**src/rtl/me_pkg.sv**
```systemverilog
`default_nettype none
// ---------------------------------------------------------------------------
// me_pkg : block geometry constants and fetch-FSM state type
// Revision: 1.0
// ---------------------------------------------------------------------------
package me_pkg;

    localparam int BLK_DIM       = 8;
    localparam int PIX_BITS      = 8;
    localparam int WORD_PIX      = 4;
    localparam int WORDS_PER_BLK = 16;

    typedef enum logic [2:0] {
        S_IDLE     = 3'd0,
        S_FETCH    = 3'd1,
        S_READY    = 3'd2,
        S_ANNOUNCE = 3'd3,
        S_STREAM   = 3'd4,
        S_DONE     = 3'd5
    } state_t;

endpackage
`default_nettype wire

```
**src/rtl/cur_word_buf.sv**
```systemverilog
`default_nettype none
// ---------------------------------------------------------------------------
// cur_word_buf : 16x32 register file, synchronous write, combinational read
// Revision: 1.0
// ---------------------------------------------------------------------------
module cur_word_buf
    import me_pkg::*;
(
    input  logic        clk,
    input  logic        we,
    input  logic [3:0]  waddr,
    input  logic [31:0] wdata,
    input  logic [3:0]  raddr,
    output logic [31:0] rdata
);

    logic [PIX_BITS*WORD_PIX-1:0] mem_q [WORDS_PER_BLK];

    always_ff @(posedge clk) begin
        if (we) begin
            mem_q[waddr] <= wdata;
        end
    end

    assign rdata = mem_q[raddr];

endmodule
`default_nettype wire

```
**src/rtl/cur_block_fetch.sv**
```systemverilog
`default_nettype none
// ---------------------------------------------------------------------------
// cur_block_fetch : fetches 8x8 blocks of the current frame in raster order
//                   into a local buffer and streams them to the ME core
// Revision: 1.0
// ---------------------------------------------------------------------------
module cur_block_fetch
    import me_pkg::*;
#(
    parameter int FRAME_W = 64,
    parameter int FRAME_H = 64,
    parameter int MEM_AW  = 10,
    localparam int BX_W = (FRAME_W / BLK_DIM > 1) ? $clog2(FRAME_W / BLK_DIM) : 1,
    localparam int BY_W = (FRAME_H / BLK_DIM > 1) ? $clog2(FRAME_H / BLK_DIM) : 1
) (
    input  logic              clk,
    input  logic              rst,
    input  logic              start,
    input  logic              blk_req,
    output logic              mem_rd,
    output logic [MEM_AW-1:0] mem_addr,
    input  logic [31:0]       mem_rdata,
    output logic              next_block,
    input  logic              need_cur,
    output logic [31:0]       cur_in,
    output logic [BX_W-1:0]   blk_x,
    output logic [BY_W-1:0]   blk_y,
    output logic              frame_done
);

    localparam int BLK_COLS = FRAME_W / BLK_DIM;
    localparam int BLK_ROWS = FRAME_H / BLK_DIM;
    localparam int ROW_WORDS = FRAME_W / WORD_PIX;

    state_t             state_q, state_d;
    logic [BX_W-1:0]    bx_q, bx_d;
    logic [BY_W-1:0]    by_q, by_d;
    logic [BX_W-1:0]    blk_x_q, blk_x_d;
    logic [BY_W-1:0]    blk_y_q, blk_y_d;
    logic               req_pend_q, req_pend_d;
    logic [3:0]         k_q, k_d;
    logic [3:0]         out_idx_q, out_idx_d;
    logic               rd_v_q, rd_v_d;
    logic [3:0]         widx_q, widx_d;
    logic               mem_rd_q, mem_rd_d;
    logic [MEM_AW-1:0]  mem_addr_q, mem_addr_d;
    logic               next_block_q, next_block_d;
    logic               frame_done_q, frame_done_d;

    logic               last_blk;
    logic [BX_W-1:0]    nbx;
    logic [BY_W-1:0]    nby;
    logic [3:0]         k_next;
    logic [31:0]        buf_rdata;

    // Word k of block (bx,by): row k>>1 of the block, left or right 4-pixel half.
    function automatic logic [MEM_AW-1:0] word_addr(input logic [BX_W-1:0] bx,
                                                    input logic [BY_W-1:0] by,
                                                    input logic [3:0]      k);
        logic [MEM_AW-1:0] row;
        row = MEM_AW'(by) * MEM_AW'(BLK_DIM) + MEM_AW'(k[3:1]);
        return row * MEM_AW'(ROW_WORDS) + MEM_AW'(bx) * MEM_AW'(2) + MEM_AW'(k[0]);
    endfunction

    assign last_blk = (bx_q == BX_W'(BLK_COLS - 1)) && (by_q == BY_W'(BLK_ROWS - 1));
    assign nbx      = (bx_q == BX_W'(BLK_COLS - 1)) ? '0 : bx_q + BX_W'(1);
    assign nby      = (bx_q == BX_W'(BLK_COLS - 1)) ? by_q + BY_W'(1) : by_q;
    assign k_next   = k_q + 4'd1;

    always_comb begin
        state_d      = state_q;
        bx_d         = bx_q;
        by_d         = by_q;
        blk_x_d      = blk_x_q;
        blk_y_d      = blk_y_q;
        req_pend_d   = req_pend_q | (blk_req && (state_q != S_IDLE));
        k_d          = k_q;
        out_idx_d    = out_idx_q;
        rd_v_d       = 1'b0;
        widx_d       = widx_q;
        mem_rd_d     = mem_rd_q;
        mem_addr_d   = mem_addr_q;
        next_block_d = 1'b0;
        frame_done_d = 1'b0;

        case (state_q)
            S_IDLE: begin
                if (start) begin
                    bx_d       = '0;
                    by_d       = '0;
                    req_pend_d = 1'b1;
                    k_d        = 4'd0;
                    mem_rd_d   = 1'b1;
                    mem_addr_d = word_addr('0, '0, 4'd0);
                    state_d    = S_FETCH;
                end
            end
            S_FETCH: begin
                if (mem_rd_q) begin
                    rd_v_d = 1'b1;
                    widx_d = k_q;
                    if (k_q == 4'd15) begin
                        mem_rd_d = 1'b0;
                        k_d      = 4'd0;
                    end else begin
                        k_d        = k_next;
                        mem_addr_d = word_addr(bx_q, by_q, k_next);
                    end
                end
                if (rd_v_q && (widx_q == 4'd15)) begin
                    state_d = S_READY;
                end
            end
            S_READY: begin
                // A request arriving in this very cycle is honoured without waiting for the flag.
                if (req_pend_q || blk_req) begin
                    next_block_d = 1'b1;
                    blk_x_d      = bx_q;
                    blk_y_d      = by_q;
                    state_d      = S_ANNOUNCE;
                end
            end
            S_ANNOUNCE: begin
                req_pend_d = blk_req;
                out_idx_d  = 4'd0;
                state_d    = S_STREAM;
            end
            S_STREAM: begin
                if (need_cur) begin
                    out_idx_d = out_idx_q + 4'd1;
                    if (out_idx_q == 4'd15) begin
                        if (last_blk) begin
                            frame_done_d = 1'b1;
                            state_d      = S_DONE;
                        end else begin
                            bx_d       = nbx;
                            by_d       = nby;
                            k_d        = 4'd0;
                            mem_rd_d   = 1'b1;
                            mem_addr_d = word_addr(nbx, nby, 4'd0);
                            state_d    = S_FETCH;
                        end
                    end
                end
            end
            S_DONE: begin
                state_d = S_IDLE;
            end
            default: begin
                state_d = S_IDLE;
            end
        endcase
    end

    always_ff @(posedge clk or posedge rst) begin
        if (rst) begin
            state_q      <= S_IDLE;
            bx_q         <= '0;
            by_q         <= '0;
            blk_x_q      <= '0;
            blk_y_q      <= '0;
            req_pend_q   <= 1'b0;
            k_q          <= 4'd0;
            out_idx_q    <= 4'd0;
            rd_v_q       <= 1'b0;
            widx_q       <= 4'd0;
            mem_rd_q     <= 1'b0;
            mem_addr_q   <= '0;
            next_block_q <= 1'b0;
            frame_done_q <= 1'b0;
        end else begin
            state_q      <= state_d;
            bx_q         <= bx_d;
            by_q         <= by_d;
            blk_x_q      <= blk_x_d;
            blk_y_q      <= blk_y_d;
            req_pend_q   <= req_pend_d;
            k_q          <= k_d;
            out_idx_q    <= out_idx_d;
            rd_v_q       <= rd_v_d;
            widx_q       <= widx_d;
            mem_rd_q     <= mem_rd_d;
            mem_addr_q   <= mem_addr_d;
            next_block_q <= next_block_d;
            frame_done_q <= frame_done_d;
        end
    end

    cur_word_buf u_buf (
        .clk   (clk),
        .we    (rd_v_q),
        .waddr (widx_q),
        .wdata (mem_rdata),
        .raddr (out_idx_q),
        .rdata (buf_rdata)
    );

    assign mem_rd     = mem_rd_q;
    assign mem_addr   = mem_addr_q;
    assign next_block = next_block_q;
    assign blk_x      = blk_x_q;
    assign blk_y      = blk_y_q;
    assign frame_done = frame_done_q;
    assign cur_in     = ((state_q == S_STREAM) && need_cur) ? buf_rdata : 32'd0;

endmodule
`default_nettype wire
```
**config.mk**
```make
export PLATFORM = sky130hd
export DESIGN_NAME = cur_block_fetch
export DESIGN_NICKNAME = d
export VERILOG_FILES = /design/src/rtl/me_pkg.sv /design/src/rtl/cur_word_buf.sv /design/src/rtl/cur_block_fetch.sv
export SDC_FILE = /design/constraint.sdc
export NUM_CORES = 1
export LEC_CHECK = 0
export CAP_MARGIN = 15
export CORE_ASPECT_RATIO = 0.8
export CORE_UTILIZATION = 36
export CTS_CLUSTER_SIZE = 14
export DETAILED_ROUTE_END_ITERATION = 12
export HOLD_SLACK_MARGIN = 0.02
export PLACE_DENSITY_LB_ADDON = 0.08
export SYNTH_ARGS = -nofsm -noshare
export SYNTH_HDL_FRONTEND = slang
export SYNTH_HIERARCHICAL = 1
export SYNTH_SLANG_ARGS = --single-unit
```
**constraint.sdc**
```tcl
create_clock -name clk -period 3.4 [get_ports clk]
set_input_delay 0.68 -clock clk [delete_from_list [all_inputs] [get_ports clk]]
set_output_delay 0.68 -clock clk [all_outputs]
set_load 0.05 [all_outputs]
```
==> Yosys cells after proc, flatten, opt, wreduce, memory -nomap -nowiden <==
Memory sizes are Yosys's and may differ from the RTL's.
Cells that the tools add are included.
{ "totals": {"ff_bits": 42, "ramBits": 512, "inputBits": 37, "output_inout_bits": 51, "wordCells": 113, "n_memories": 1} }
{ "mem_list": {"columns": ["name", "words", "width", "read_ports", "rd_ports_with_merged_regs", "write_ports", "line_no", "source"], "rows": [
  ["u_buf.mem_q", 16, 32, 1, 0, 1, "cur_word_buf.sv:17", "logic [PIX_BITS*WORD_PIX-1:0] mem_q [WORDS_PER_BLK];"]
]} }
{ "classes": {"addsub": 8, "eq_ne": 17, "n_mux": 54, "bitwise": 1, "n_reduce_logical": 18} }
{ "op_table": {"columns": ["op", "count"], "rows": [
  ["10-bit two-way mux", 6],
  ["3-bit two-way mux", 15],
  ["32-bit two-way mux", 1],
  ["10-bit case mux with 3 select lines", 1],
  ["4-bit two-way mux", 7],
  ["10-bit by 4-bit adder with 10-bit output", 2],
  ["1-bit two-way mux", 17],
  ["2-bit inequality test, second input constant", 8],
  ["3-bit case mux with 5 select lines", 1],
  ["5-bit AND reduction", 3],
  ["4-bit == test, second input constant", 3],
  ["3-bit case mux with 2 select lines", 2],
  ["4-bit case mux with 3 select lines", 1],
  ["10-bit by 1-bit adder with 10-bit output", 1],
  ["3-bit == test, second input constant", 3],
  ["4-bit by 1-bit adder with 4-bit output, second input constant", 2],
  ["4-bit case mux with 2 select lines", 1],
  ["7-bit AND reduction", 1],
  ["3-bit by 1-bit adder with 3-bit output, second input constant", 2],
  ["6-bit by 3-bit adder with 6-bit output", 1],
  ["3-bit by 2-bit == test with 1-bit output, second input constant", 2],
  ["2-bit AND reduction", 3],
  ["6-bit AND reduction", 1],
  ["3-bit nonzero test", 2],
  ["8 further kinds", 12]
]} }

==> Depth between registers and ports, before layout <==
Gate-level depths: netlist (run 1).
{ "logic_depth": {"ltp_word": 7, "ltp_mapped": 7, "depth_no_buf": 6} }

==> Hierarchy <==
The synthesis (run 1) kept the hierarchy.
{ "by_module_without_submodules": {"columns": ["module", "instances", "cells_per_inst", "area_per_inst_um2", "seq_area_each_um2"], "rows": [
  ["cur_word_buf", 1, 806, 19194.7, 15374.7],
  ["cur_block_fetch", 1, 216, 2301.0, 1051.0]
]} }

==> Least setup slack after synthesis (run 1) <==
No wires, ideal clock.
{ "synth_timing": {"path_type": "reg-to-reg", "startpoint": "register widx_q[2]", "endpoint": "memory u_buf/mem_q[0][0] in the netlist's numbering (enable)", "setup_time_ns": 0.461, "arrival_time_ns": 3.122, "t_required_ns": 2.939, "slack_ns": -0.183, "path_stages_with_launch": 3, "n_path_buf": 0, "synth_period_minus_slack_ns": 3.583, "cell_sequence": "dfrtp_1 -> or3b_2 -> nor3_1"} }
{ "synth_lines": {"columns": ["item", "line_no", "source"], "rows": [
  ["start, declared", "cur_block_fetch.sv:44", "logic [3:0] widx_q, widx_d;"],
  ["start signal, assigned", "cur_block_fetch.sv:181", "widx_q <= widx_d;"],
  ["end, declared", "cur_word_buf.sv:17", null]
]} }
No word-level cell before the write port.

==> Worst setup path after layout (run 1) <==
{ "layout_timing": {"startpoint": "register out_idx_q[0]", "endpoint": "output cur_in[13]"} }
{ "layout_between": {"elab_chain_len": 2} }
{ "layout_lines": {"columns": ["item", "line_no", "source"], "rows": [
  ["start, declared", "cur_block_fetch.sv:42", "logic [3:0] out_idx_q, out_idx_d;"],
  ["start signal, assigned", "cur_block_fetch.sv:179", "out_idx_q <= out_idx_d;"],
  ["memory 16 x 32 bit", null, null],
  ["named net buf_rdata[13]", "cur_block_fetch.sv:54", "logic [31:0] buf_rdata;"],
  ["32-bit two-way mux", "cur_block_fetch.sv:204", "assign cur_in = ((state_q == S_STREAM) && need_cur) ? buf_rdata : 32'd0;"],
  ["end, declared", "cur_block_fetch.sv:25", "output logic [31:0] cur_in,"]
]} }
The timed path passes the listed nets, and every way through them passes these cells.

==> summary.txt, run 1 <==
Clock tree
  – Clk sink count: 554
  – Number of clock buffers inserted by TritonCTS: 56
  – Root buffer cell: clkbuf_16
  – Clk Latency, worst-skew pair: 620 ps
  – CTS tree: built
  – Clock transition at the register clock pins on the worst setup and hold paths after CTS: 60 ps
  – Maximum buffer depth of the clock tree: 3
  – Number of levels in the clock H-tree: 2

Route
  – Highest metal layer with signal wires: met5
  – Number of DRC violations after detailed-routing iteration 0: 810
  – Total via count after detailed routing: 10,469
  – Met2 routed WL: 23,310 um
  – Remaining antenna violation count after routing: 0
  – Met3 WL post-DR: 1957 um
  – Met1 layer wirelength in the final routing: 24,350 um
  – Number of iterations in the first detailed-routing pass: 5
  – Detail-routed via count per cell: around 5.2
  – Drt total wl: between 50,000 and 60,000 um
  – Residual DRC: 0
  – Average wire per cell in the routed design: between 20 and 30 um

Floorplan
  – Die Outline Area: between 0.06 and 0.07 mm2
  – Width of the die: 275.2 um
  – Vertical die dimension: 220.6 um
  – Row count: 79
  – Starting Density: between 30% and 40%
  – Floorplan Core Area: 0.05862 mm2
  – Top-level port count: 88

Global routing
  – Overall track demand over capacity in global routing: approximately 17%
  – Number of global-route vias before repair: around 11,000
  – Largest net degree at the start of global routing: 33
  – Number of antenna violations at the first check in global routing: 2
  – First-pass GRT wire length: roughly 75,000 um
  – Grt ovf: 0

Run status
  – Result of the run: completed

Worst setup path
  – Type of the worst setup path: flip-flop to primary output
  – Crit path launch type: flip-flop
  – Worst reg2reg startpoint: out_idx_q[0]$_DFFE_PP0P_
  – Longest individual stage delay on the worst path: 530 ps
  – Critical Path AT: 2650 ps
  – Highest fanout seen on the critical path: 10
  – Crit path max-delay cell type: mux4_2
  – Worst R2R Path Depth: 7
  – Worst setup path startpoint: out_idx_q[0]$_DFFE_PP0P_
  – Register-to-register setup slack: 1000 ps
  – Required time at the worst-slack endpoint: between 2000 and 3000 ps
  – Cells traversed along the worst timing path: buf_12 -> buf_12 -> buf_12 -> mux4_2 -> a22oi_2 -> nand2_1 -> and2_1 -> buf_12
  – CP Capture Type: primary output
  – Crit path buffers/inverters: 4
  – Worst reg2reg endpoint: mem_addr[7]$_DFFE_PP0P_
  – Kind of cell adding the most delay to the critical path: buffers and inverters
  – Most common cell type on the critical path: buf_12

Placement
  – Setup WS pre-CTS: 529.4 ps
  – Placer congestion estimate: 0.7134
  – DPL Wire Length: around 28,000 um
  – Dpl cells: roughly 1,900
  – Port Buffers: 87

Timing
  – Max Clock Skew: about 23 ps
  – Post-route fraction of the period consumed by the critical path: between 90% and 100%
  – Max-slew violation total from the final report: 0
  – Minimum setup slack in the final design: 67.87 ps
  – Slew at the pin closest to its max-slew limit: between 700 and 800 ps
  – RSZ-0062 raised after global routing: yes
  – Fmax: about 300 MHz
  – Worst-case headroom to the max-slew limit: roughly 50%
  – Final critical path time including I/O delays and setup: between 3000 and 4000 ps
  – Final setup violating endpoints: 0
  – Endpoints failing hold: 0

Synthesis
  – Post-Synthesis Net Count: 1,065
  – Share of synthesized registers carrying an async set or reset: roughly 7.6%
  – Dominant cell type by area after synthesis: edfxtp_1
  – Netlist cell types: 48
  – Top cells by area in the synthesized netlist: edfxtp_1 (72%), mux4_2 (13%), dfrtp_1 (4.9%)
  – Mean post-synth cell area: around 21 um2
  – Warning count from the yosys run: 6
  – Share of the synthesized area in the top cell type: around 72%
  – Ranking of synthesized cells by instance count: edfxtp_1 (512), mux4_2 (128), a22oi_1 (65), nand2_1 (45), dfrtp_1 (42)
  – Synthesized instance count: 1,022
  – Cell with the most instances after synthesis: edfxtp_1
  – Top_reg_cell synth: edfxtp_1
  – Sequential cell area fraction in the yosys report: around 76%
  – Register bit total from synthesis: 554
  – Post-synth EDFFs: about 510
  – Area of the mapped netlist: 0.02150 mm2

Pwr
  – Power density normalized to cell area: 688.0 mW/mm2
  – Net load switching power: 4801 uW
  – Internal portion of total power: approximately 13,000 uW
  – IR drop worst, VDD: between 0.3 and 0.4 mV
  – Share of power burned in combinational logic: 22.7%
  – Clock share of power: 32.7%
  – Fraction of power consumed by sequential logic: 44.6%
  – Static power due to leakage: between 0.008 and 0.009 uW
  – Net switching fraction of the power: 26.65%

Min path
  – Worst Hold Class: input port to asynchronous set/reset pin

Run
  – Number of max-capacitance violations reported: 0

Cells and area
  – FILL cells: around 5,000
  – Net count, final: around 1,200
  – Area Overhead vs Synth: 21.82%
  – Fraction of layout cells with a size suffix above 1: 30.24%
  – Layout Cells excl Fill: between 1,500 and 2,000
registers in the layout, indices dropped and copies added (netlist names):
name         count
blk_x            3
blk_y            3
bx_q             3
by_q             3
frame_done       1
k_q              4
mem_addr        10
mem_rd           1
next_block       1
out_idx_q        4
rd_v_q           1
req_pend_q       1
state_q          3
u_buf/mem_q    512
widx_q           4
power groups by stage:
stage | Combinational [uW] | Sequential, uW | Clock (uW)
6_report | 4090 | 8040 | 5890
5_1_grt | 4430 | 8080 | 6320
4_1_cts | 4110 | 8040 | 6060
3_5_place_dp | 3920 | 8170 | 0
3_3_place_gp | 3900 | 8170 | 0
2_1_floorplan | 2560 | 8250 | 0
worst max path at each step:
stage,end,slack [ps],cells after the start
after floorplan,u_buf/mem_q[4][0]$_DFFE_PP_,110,2
after global placement,cur_in[26],520,7
after detailed placement,cur_in[26],530,7
after CTS,cur_in[1],-6,7
after global routing,cur_in[29],-20,7
final,cur_in[13],70,8
cells in the final DEF, fill, tap and decap left out, types with 7 or more instances in the layout:
master,n
edfxtp_1,512
mux4_2,128
clkbuf_16,56
clkdlybuf4s50_1,55
a22oi_1,53
buf_4,51
nand2_1,44
buf_12,44
dfrtp_1,40
and2_1,30
clkbuf_1,17
mux2_2,14
nor2_1,13
o21ai_0,13
clkinv_1,13
nor2_4,13
a22oi_2,12
clkinv_2,10
buf_16,7
cell type report:
| type | count | area (um2) | area share [%] |
|---|---|---|---|
| clock buffer | 73 | 1465 | 5.595 |
| timing repair buffer | 158 | 2039 | 7.789 |
| tap | 769 | 962.2 | 3.675 |
| multi-input combinational | 406 | 4985 | 19.04 |
| sequential | 554 | 16430 | 62.76 |
| inverter | 5 | 18.77 | 0.07167 |
| antenna | 1 | 2.502 | 0.009557 |
| clock inverter | 31 | 279.0 | 1.066 |
routing by layer:
metal	GRT usage, %	up-vias
met3	2.670	66
met5	0	-
met2	26.38	200
li1	-	4563
met4	4.199	2
met1	25.72	5638
per-stage QoR:
stage | area (um2) | util (%) | power, uW | setup TNS [ps] | hold slack (ps)
3_5_place_dp | 24140 | 41.18 | 12090 | 0 | 495.7
3_3_place_gp | 24140 | 41.18 | 12070 | 0 | 483.9
4_1_cts | 26080 | 44.50 | 18210 | -8.624 | 320.7
5_1_grt | 26180 | 44.67 | 18830 | -101.1 | 356.1
2_1_floorplan | 21500 | - | 10820 | 0 | 501.6
6_report | 26190 | 44.67 | 18020 | 0 | 342.7
logic make-up after synthesis:
group / Yosys count / synth area share (%)
multiplexers: 150 / 14.64
adder cells (fa/ha/maj): 6 / 0.3492
buffers and inverters: 62 / 1.379
AND/OR/NAND/NOR: 144 / 3.516
AO/OA/AOI/OAI: 101 / 3.498
XOR/XNOR: 5 / 0.2038
flip-flops: 554 / 76.41
what timing repair did:
action,in CTS,in global routing
resized for setup,6,21
gates cloned,3,0
hold buffers,0,0
endpoints found under the hold margin,0,0
buffers inserted,6,3
pin swaps,0,4
setup endpoints to repair,17,22
No activity file was read; power rests on OpenSTA's default activity.
==> run 2, diff against run 1 <==
==> constraint.sdc (replaced) <==
create_clock -name clk -period 3.93 [get_ports clk]
set_input_delay 0.786 -clock clk [delete_from_list [all_inputs] [get_ports clk]]
set_output_delay 0.786 -clock clk [all_outputs]
set_load 0.05 [all_outputs]
==> run 2 against run 1 <==
Compared with the run above: critical path depth is 2 lower; largest cell class unchanged; clock-buffer cell count up 1; first-iteration DRC count shrank 23%; highest routed layer unchanged; global-route usage decreased by 0.056 points; via count decreased by 1.0%; sequential power decreased by 12%.
==> summary.txt, run 2 (synthesized netlist as in run 1, its figures left out) <==
Global routing
  – Number of antenna violations at the first check in global routing: 4 (+2)
  – Number of global-route vias before repair: 10,929 (-0.65%)
  – First-pass GRT wire length: 74,530 um (-0.60%)
  – Largest net degree at the start of global routing: 43 (+30%)
  – Overall track demand over capacity in global routing: 17.14% (-0.056 points)
  – Grt ovf: 0 (unchanged)

Worst setup path
  – Cells traversed along the worst timing path: buf_12 -> mux4_2 -> a22oi_1 -> nand2_1 -> and2_1 -> buf_12
  – Crit path max-delay cell type: dfrtp_4
  – CP Capture Type: primary output
  – Required time at the worst-slack endpoint: 3140 ps (+420 ps)
  – Type of the worst setup path: flip-flop to primary output
  – Longest individual stage delay on the worst path: 630 ps (+100 ps)
  – Crit path buffers/inverters: 2 (-2)
  – Worst reg2reg endpoint: mem_addr[2]$_DFFE_PP0P_
  – Crit path launch type: flip-flop
  – Critical Path AT: 2890 ps (+240 ps)
  – Highest fanout seen on the critical path: 30 (+20)
  – Most common cell type on the critical path: buf_12
  – Register-to-register setup slack: 980 ps (-20 ps)
  – Worst R2R Path Depth: 7 (unchanged)
  – Worst reg2reg startpoint: out_idx_q[0]$_DFFE_PP0P_
  – Kind of cell adding the most delay to the critical path: flip-flops

Timing
  – Endpoints failing hold: 0 (unchanged)
  – Max-slew violation total from the final report: 0 (unchanged)
  – Worst-case headroom to the max-slew limit: 36.33% (-14 points)
  – Post-route fraction of the period consumed by the critical path: 93.51%
  – Final setup violating endpoints: 0 (unchanged)
  – Final critical path time including I/O delays and setup: about 3700 ps
  – Fmax: about 270 MHz
  – RSZ-0062 raised after global routing: no
  – Slew at the pin closest to its max-slew limit: 952.7 ps (+204.6 ps)
  – Setup TNS: 0 ps (unchanged)
  – Max Clock Skew: 23.25 ps (-0.05940 ps)
  – Minimum setup slack in the final design: 254.9 ps (+187.0 ps)

Route
  – Drt total wl: 49,810 um (-1.3%)
  – Total via count after detailed routing: 10,363 (-1.0%)
  – Residual DRC: 0 (unchanged)
  – Average wire per cell in the routed design: 25.32 um (+0.21%)
  – Detail-routed via count per cell: 5.268 (+0.50%)
  – Number of DRC violations after detailed-routing iteration 0: 624 (-23%)
  – Remaining antenna violation count after routing: 0 (unchanged)
  – Number of iterations in the first detailed-routing pass: 5 (unchanged)

Pwr
  – Total Power: 15,240 uW (-15%)
  – Static power due to leakage: 0.008193 uW (-2.4%)
  – Power density normalized to cell area: 591.7 mW/mm2 (-14%)
  – IR drop worst, VDD: 0.3086 mV (-9.0%)

Clock tree
  – Number of buffers added to fix hold violations after cts: 0 (unchanged)
  – Clock transition at the register clock pins on the worst setup and hold paths after CTS: 70 ps (about the same)
  – Clk Latency, worst-skew pair: 620 ps (about the same)
  – Clk sink count: 554 (unchanged)
  – Number of levels in the clock H-tree: 2 (unchanged)
  – Number of clock buffers inserted by TritonCTS: 56 (unchanged)
  – CTS tree: built
  – Post-CTS Repair Setup Buffers: 0 (-6)
  – Number of gates resized after cts: 0 (-6)
  – Root buffer cell: clkbuf_16
  – Maximum buffer depth of the clock tree: 3 (unchanged)

Floorplan
  – Die Outline Area: 0.06070 mm2 (unchanged)
  – Starting Density: 36.67% (unchanged)
  – Top-level port count: 88 (unchanged)
  – Vertical die dimension: 220.6 um (unchanged)
  – Row count: 79 (unchanged)
  – Floorplan Core Area: 0.05862 mm2 (unchanged)
  – Width of the die: 275.2 um (unchanged)

Min path
  – Worst hold stages: 1
  – Hold EP: blk_y[2]$_DFFE_PP0P_
  – Worst Hold Class: flip-flop to flip-flop
  – Startpoint of the lowest-slack hold path: blk_y[2]$_DFFE_PP0P_

Cells and area
  – Area Overhead vs Synth: 19.78%
  – Final std cell area, no fill: 0.02575 mm2 (-1.7%)
  – Combined flip-flop and latch cell area: 0.01643 mm2 (unchanged)
  – Finished Core Util: 43.93% (-0.75 points)
  – Multi-input combinational cell area: 0.004907 mm2 (-1.6%)
  – Register with the most flip-flops: u_buf/mem_q
  – Net count, final: 1,193 (-2.5%)
  – Fraction of layout cells with a size suffix above 1: 27.32% (-2.9 points)
  – Leading cell type in the layout, fill and taps excluded: edfxtp_1
  – Most used cells in the layout excluding fill and tap cells: edfxtp_1 (512), mux4_2 (128), a22oi_1 (65), clkbuf_16 (56), clkdlybuf4s50_1 (55)
  – FILL cells: 5,033 (+0.92%)
  – Max reg flops: 512 (unchanged)

Placement
  – Post-placement cell area: 0.02403 mm2 (-0.46%)
  – Placer congestion estimate: 0.7090 (-0.62%)
  – Port Buffers: 87 (unchanged)
  – DPL Wire Length: 27,400 um (-2.4%)
  – Setup WS pre-CTS: 867.8 ps (+338.4 ps)

Run status
  – Result of the run: completed

Run
  – Number of max-capacitance violations reported: 0 (unchanged)
-- run 2: changes by cell type in the layout (fill, tap and decap cells not counted), sizes merged --
cell      before  now
clkbuf        73   74
bufinv         4    3
buf          102   72
clkinv        26   25
clkinvlp       2    1
bufbuf         1    0
inv            4    7
-- run 2: layout make-up --
class / count / share of cell area, %
inverters: 5 / 0.07289
flip-flops and latches: 554 / 63.82
diodes: 1 / 0.009719
clock inverters: 31 / 0.9767
clock buffers: 74 / 5.705
well taps: 769 / 3.737
multi-input cells: 406 / 19.06
repair buffers: 127 / 6.618
-- run 2: worst register-to-register path: cells and delay by family, from the launching register on --
kind / cells / cell delay (ps)
DFF: 1 / 630
and+or+nand+nor: 2 / 900
AOI/OAI and AO/OA: 1 / 190
muxes: 1 / 300
adders and majority gates: 1 / 240
buffers and inverters: 2 / 580
-- run 2: per-layer routing --
| layer | track usage (%) | share of wire (%) |
|---|---|---|
| met5 | 0 | 0.076 |
| met4 | 4.217 | 1.7 |
| met3 | 3.028 | 4.7 |
| met2 | 27.64 | 48 |
| met1 | 24.19 | 46 |
-- run 2: worst max path at each step --
stage          cells after the start                           to                startpoint
2_1_floorplan                      2  u_buf/mem_q[0][0]$_DFFE_PP_     widx_q[2]$_DFFE_PP0P_
3_3_place_gp                       6                   cur_in[26]  out_idx_q[0]$_DFFE_PP0P_
3_5_place_dp                       6                   cur_in[26]  out_idx_q[0]$_DFFE_PP0P_
4_1_cts                            6                   cur_in[26]  out_idx_q[0]$_DFFE_PP0P_
5_1_grt                            6                   cur_in[26]  out_idx_q[0]$_DFFE_PP0P_
6_report                           6                   cur_in[29]  out_idx_q[0]$_DFFE_PP0P_
-- run 2: power breakdown --
part / internal [uW] / leakage (uW) / switching (uW)
combinational: 1560 / 0.00219 / 1580
sequential: 6750 / 0.00516 / 285
clock: 2830 / 0.000848 / 2230
total: 11100 / 0.00819 / 4090
-- run 2: metrics by stage --
stage / cells / hold slack [ps]
final: 1967 / 498.6
after global routing: 1966 / 523.1
after CTS: 1966 / 506.4
after detailed placement: 1861 / 493.2
after global placement: 1861 / 487.7
after floorplan: 1022 / 501.6
